[config.mk]
export PLATFORM = sky130hd
export DESIGN_NAME = riscv_core_arb_mux
export DESIGN_NICKNAME = d
export VERILOG_FILES = /design/src/rtl/riscv_core_pkg.sv /design/src/rtl/riscv_core_rr_arbiter.sv /design/src/rtl/riscv_core_arb_mux.sv
export SDC_FILE = /design/constraint.sdc
export NUM_CORES = 1
export LEC_CHECK = 0
export ABC_CLOCK_PERIOD_IN_PS = 5300
export BUFFER_PORTS_ARGS = -buffer_cell sky130_fd_sc_hd__buf_2
export CAP_MARGIN = 15
export CORE_AREA = 4 4 128 130
export DETAILED_ROUTE_END_ITERATION = 8
export DIE_AREA = 0 0 132 134
export GPL_TIMING_DRIVEN = 1
export PLACE_DENSITY = 0.8
export SLEW_MARGIN = 20
export SYNTH_ARGS = -nofsm -noshare
export SYNTH_HDL_FRONTEND = slang
export SYNTH_SLANG_ARGS = --single-unit
[constraint.sdc]
create_clock -name i_clk -period 5.3 [get_ports i_clk]
set_input_delay 0.53 -clock i_clk [delete_from_list [all_inputs] [get_ports i_clk]]
set_output_delay 0.53 -clock i_clk [all_outputs]
set_load 0.03 [all_outputs]
[src/rtl/riscv_core_pkg.sv]
// Shared core definitions: arbitration modes and limits used by the
// request arbitration muxes in front of shared core resources.
package riscv_core_pkg;

    typedef enum logic {
        ARB_RR    = 1'b0,
        ARB_FIXED = 1'b1
    } arb_mode_e;

    localparam int ARB_MAX_CH = 16;

    // Grant index width: $clog2 of the channel count, never narrower than 1 bit.
    function automatic int arb_idx_w(input int num_ch);
        return (num_ch > 1) ? $clog2(num_ch) : 1;
    endfunction

endpackage

[src/rtl/riscv_core_rr_arbiter.sv]
// Combinational grant selection: round-robin from a pointer, or fixed
// lowest-index priority. Produces a one-hot grant and its index.
module riscv_core_rr_arbiter
    import riscv_core_pkg::*;
#(
    parameter int NUM_CH = 4,
    parameter int IDX_W  = arb_idx_w(NUM_CH)
) (
    input  logic [NUM_CH-1:0] req_i,
    input  logic [IDX_W-1:0]  rr_ptr_i,
    input  arb_mode_e         mode_i,
    output logic [NUM_CH-1:0] grant_o,
    output logic [IDX_W-1:0]  grant_idx_o,
    output logic              any_grant_o
);

    int base;
    int off;
    int best_off;

    // Each requester is ranked by its upward distance from the search base,
    // wrapping at NUM_CH; the smallest distance wins. Fixed mode searches from 0.
    always_comb begin
        base        = (mode_i == ARB_FIXED) ? 0 : int'(rr_ptr_i);
        off         = 0;
        best_off    = NUM_CH;
        grant_idx_o = '0;
        any_grant_o = 1'b0;
        for (int k = 0; k < NUM_CH; k++) begin
            off = (k >= base) ? (k - base) : (k + NUM_CH - base);
            if (req_i[k] && (off < best_off)) begin
                best_off    = off;
                grant_idx_o = IDX_W'(k);
                any_grant_o = 1'b1;
            end
        end
    end

    always_comb begin
        grant_o = '0;
        for (int k = 0; k < NUM_CH; k++) begin
            grant_o[k] = any_grant_o && (grant_idx_o == IDX_W'(k));
        end
    end

endmodule

[src/rtl/riscv_core_arb_mux.sv]
// N-to-1 arbitrating mux with a single registered output stage; picks the
// source itself by round-robin or fixed priority.
module riscv_core_arb_mux
    import riscv_core_pkg::*;
#(
    parameter int        DATA_WIDTH = 64,
    parameter int        NUM_CH     = 4,
    parameter arb_mode_e ARB_MODE   = ARB_RR,
    parameter int        IDX_W      = arb_idx_w(NUM_CH)
) (
    input  logic                         i_clk,
    input  logic                         i_rst_n,
    input  logic [NUM_CH-1:0]            i_valid,
    input  logic [NUM_CH*DATA_WIDTH-1:0] i_data,
    output logic [NUM_CH-1:0]            o_ready,
    output logic                         o_valid,
    output logic [DATA_WIDTH-1:0]        o_data,
    output logic [IDX_W-1:0]             o_grant_idx,
    input  logic                         i_ready
);

    // Handshake: a beat moves on any rising edge where valid and ready are both
    // high. Sources hold valid and data until accepted and never derive valid
    // from ready; o_ready is a function of i_valid, the stage state and i_ready only.

    logic                  valid_q, valid_d;
    logic [DATA_WIDTH-1:0] data_q, data_d;
    logic [IDX_W-1:0]      idx_q, idx_d;
    logic [IDX_W-1:0]      rr_ptr_q, rr_ptr_d;

    logic [NUM_CH-1:0]     arb_grant;
    logic [IDX_W-1:0]      arb_idx;
    logic                  arb_any;
    logic                  load;
    logic                  take;
    logic [DATA_WIDTH-1:0] sel_data;

    riscv_core_rr_arbiter #(
        .NUM_CH (NUM_CH),
        .IDX_W  (IDX_W)
    ) u_arbiter (
        .req_i       (i_valid),
        .rr_ptr_i    (rr_ptr_q),
        .mode_i      (ARB_MODE),
        .grant_o     (arb_grant),
        .grant_idx_o (arb_idx),
        .any_grant_o (arb_any)
    );

    // Stage can take a new beat when empty or when its beat leaves this cycle.
    assign load    = ~valid_q | i_ready;
    assign take    = load & arb_any;
    assign o_ready = load ? arb_grant : '0;

    always_comb begin
        sel_data = '0;
        for (int k = 0; k < NUM_CH; k++) begin
            if (arb_grant[k]) begin
                sel_data = i_data[k*DATA_WIDTH +: DATA_WIDTH];
            end
        end
    end

    always_comb begin
        valid_d  = valid_q;
        data_d   = data_q;
        idx_d    = idx_q;
        rr_ptr_d = rr_ptr_q;
        if (take) begin
            valid_d = 1'b1;
            data_d  = sel_data;
            idx_d   = arb_idx;
            // Explicit wrap keeps non-power-of-two channel counts in range.
            if (ARB_MODE == ARB_RR) begin
                rr_ptr_d = (arb_idx == IDX_W'(NUM_CH - 1)) ? '0 : arb_idx + IDX_W'(1);
            end
        end else if (load) begin
            valid_d = 1'b0;
        end
    end

    always_ff @(posedge i_clk or negedge i_rst_n) begin
        if (!i_rst_n) begin
            valid_q  <= 1'b0;
            data_q   <= '0;
            idx_q    <= '0;
            rr_ptr_q <= '0;
        end else begin
            valid_q  <= valid_d;
            data_q   <= data_d;
            idx_q    <= idx_d;
            rr_ptr_q <= rr_ptr_d;
        end
    end

    assign o_valid     = valid_q;
    assign o_data      = data_q;
    assign o_grant_idx = idx_q;

endmodule

==> results.md <==
* Post-route ant nets at 0
* Number of antenna violations at the first check in global routing at 1
* Routed len/inst at 17.9 um
* R2R setup slack at 0.08 ns
* Total CTS buffers at 9
* Max Clock Skew at 0.0119 ns
* Worst hold path class: in -> async
* Post-route DRC at 0
* Core area at 0.0151 mm^2
* Hold slack at between 0.3 and 0.4 ns
* Clock Sinks at 69
* Setup TNS at 0 ns
* WP data arrival at between 4 and 5 ns
* WP data required at 4.77 ns
* Share of cells above drive strength 1 at 0.463
* Worst-Skew Late Latency at between 0.3 and 0.4 ns
* Critical path fanouts, max at 4
* Pwr Density at approximately 770 mW/mm^2
* Port buffer count at about 330
* Fin. Hold Viols at 0
* Run status: finished clean
* Area of the multi-input gates at 0.00294 mm^2
* Vias at slightly above 6000
* Comb pwr share at 0.714
* Final period util at 0.997
* Clock power frac at 0.115
* Count of pins over their slew limit at 0
* Sw Ratio at 0.511
* Layout fillers at between 1000 and 1500
* Rows at 45
* Worst slew margin at 0.375
* Die outline area at ~0.018 mm^2
* Worst Max-Slew Pin Slew at between 0.9 and 1 ns
* Area occupied by registers at around 0.0017 mm^2
* Pre-antenna DRT Iters at 6
* Worst setup path class: reg -> out
* Vias in the first global route at 6302
* Post-synthesis net count at 869
* Pin count of the biggest net entering global routing at 70
* Root buffer cell: clkbuf_16
* First-pass GRT wire length at between 30 and 40 mm
* TritonCTS clock tree: done
* P_int at between 0.002 and 0.003 W
* Synthesized area per cell at between 8 and 9 um^2
* Fmax achieved at 189 MHz
* Final HPWL DP at 14.7 mm
* Top Layer Used: met4
* IO Pins at ~330
* Worst setup SP type: register
* Max Cap Viol at 0
* Non-filler cells, final at approximately 1100
* Routed met3 length at approximately 1.6 mm
* Layout area overhead at 44.0%
* Remaining Overflow, GRT at 0
* Met1 WL at roughly 7.5 mm
* Chip height at ~130 um
* CP delay by family, top: compound AO/OA/AOI/OAI gates
* Switching pwr at 0.00292 W
* Starting Density at 0.342
* CP endpoint kind: output pin
* Slowest cell delay on critical path at 0.37 ns
* Routed vias/inst at roughly 5.6
* Final core occ at 0.492
* CTS clk-pin slew, worst paths at roughly 0.06 ns
* Wirelength, routed at a little under 20 mm
* Metal2 WL at between 9 and 10 mm
* Cell count after synthesis at between 500 and 600
* Peak VDD IR at 0.429 mV
* CTS H-Tree Depth at 3
* Leakage at approximately 3.6 nW
* Total Power at ~0.0057 W
* First DRT Iteration DRCs at 504
* GRT Total Usage at 0.212
* Layout Nets at ~1200
* CTS Hold Bufs at 0
* Sequential power share at 0.171
* Final Critical Period at 5.29 ns
* Post-synthesis register bit count at 69
* Mapped Area at slightly above 0.005 mm^2
* Buf/Inv on CP at 3
* Seq/Total Area, Yosys at 0.334
* Critical path's slowest cell: dfrtp_1
* Crit-path cells: inv_1 -> ha_2 -> and2_4 -> ha_4 -> and2b_1 -> a32oi_2 -> nor2_1 -> a31oi_2 -> ha_1 -> nor3_1 -> and4_4 -> o21ai_4 -> nand2_1 -> o21ai_1 -> ha_2 -> nor2b_2 -> a211oi_1 -> o221a_2 -> or2_4 -> ha_4 -> inv_2 -> nor3_1 -> buf_4
* Yosys warns at 0
* Distinct cells, synth at 38
* Longest Clk Path Bufs at 2
* DIE WIDTH at 132 um
* Final setup fails at 0
* Placed cells at between 1000 and 1500
* Placer Congestion at roughly 0.95
-- layout by cell type (no fill, tap or decap), drive strengths merged, types with 2 or more instances in the layout --
cell type	instances
a21oi	3
a22oi	64
a31o	2
and2	5
buf	359
bufinv	2
clkbuf	11
clkinvlp	2
dfrtp	69
ha	11
inv	75
nand2	3
nor2	13
nor2b	3
nor3	68
o211ai	65
o21ai	72
o22a	65
or3	2
-- power by group through the flow --
| stage | clock, W | sequential, W | combinational (W) |
|---|---|---|---|
| floorplan | 0 | 0.00150 | 0.00230 |
| detailed placement | 0 | 0.000976 | 0.00389 |
| CTS | 0.000679 | 0.000973 | 0.00391 |
| global placement | 0 | 0.000972 | 0.00381 |
| finish | 0.000660 | 0.000976 | 0.00408 |
| global route | 0.000702 | 0.00101 | 0.00441 |
-- cell families (layout without fill, tap and decap cells) --
logic type / Yosys count / in the layout / synth area share
buf+inv: 132 / 450 / 0.122
other cells: 0 / 1 / 0
simple gates: 99 / 99 / 0.0969
flops: 69 / 69 / 0.334
compound gates: 284 / 284 / 0.421
fa+ha+maj: 11 / 11 / 0.0266
-- layout make-up --
type,count,area share
inverter,75,0.0378
clock buffer,11,0.0326
sequential,69,0.232
multi-input combinational,394,0.394
clock inverter,5,0.0112
timing repair buffer,359,0.261
tap,188,0.0315
antenna,1,0.000336
-- final timing paths --
| kind | startpoint | end | cells past startpoint |
|---|---|---|---|
| worst max-delay path | rr_ptr_q[1]$_DFFE_PN0P_ | o_ready[3] | 23 |
| worst min-delay path | i_rst_n | rr_ptr_q[1]$_DFFE_PN0P_ | 1 |
| worst max register to register | rr_ptr_q[1]$_DFFE_PN0P_ | o_data[27]$_DFFE_PN0P_ | 24 |
| worst min register to register | o_data[46]$_DFFE_PN0P_ | o_data[46]$_DFFE_PN0P_ | 1 |
| max in group asynchronous | i_rst_n | o_data[57]$_DFFE_PN0P_ | 1 |
| min in group i_clk | o_data[46]$_DFFE_PN0P_ | o_data[46]$_DFFE_PN0P_ | 1 |
-- stage by stage --
| step | setup slack, ns | area [um^2] |
|---|---|---|
| floorplan | 0.127 | 5180 |
| global placement | 0.141 | 7000 |
| detailed placement | -0.0778 | 7000 |
| CTS | 0.0311 | 7340 |
| global route | -0.168 | 7460 |
| finish | 0.0140 | 7460 |
-- state kept, by name, summed over array words and instances (netlist names) --
name,cells
o_grant_idx,2
o_valid,1
rr_ptr_q,2
o_data,64
-- cells in the mapped netlist --
cell       number  area (um^2)
inv_1          75          282
o21ai_0        72          360
dfrtp_1        69         1730
nor3_1         68          340
o22a_1         65          569
a22oi_1        64          480
o211ai_1       39          293
o211ai_2       26          325
clkbuf_1       25         93.8
buf_2          17         85.1
buf_6          15          169
nor2_1         13         48.8
ha_1           11          138
and2_1          5         31.3
a21oi_1         3         15.0
nand2_1         3         11.3
nor2b_1         3         18.8
or3_1           2         12.5
a211oi_1        1         7.51
a21o_1          1         7.51
a221oi_1        1         8.76
a31o_1          1         8.76
a31o_2          1         8.76
a31oi_1         1         6.26
a32oi_1         1         8.76
and2b_1         1         7.51
and3_1          1         6.26
and4_4          1         11.3
nand3b_1        1         7.51
o211a_1         1         10.0
o21a_1          1         7.51
o221a_2         1         11.3
o22ai_1         1         6.26
o2bb2ai_2       1         15.0
o311a_1         1         10.0
o32a_1          1         10.0
o41a_1          1         11.3
or2_2           1         6.26
-- timing repair --
action                     4_1_cts  5_1_grt
gates resized for setup          3       22
pin swaps                        0        7
cloned                           0        0
setup buffers                    0        4
setup endpoints to repair       66       66
-- per-layer routing --
metal	vias to the layer above	track usage
met5	-	0
met4	0	0.106
met3	51	0.0495
met2	344	0.370
met1	2873	0.244
li1	2888	-
Note: power is estimated with default switching activity, not from simulation.
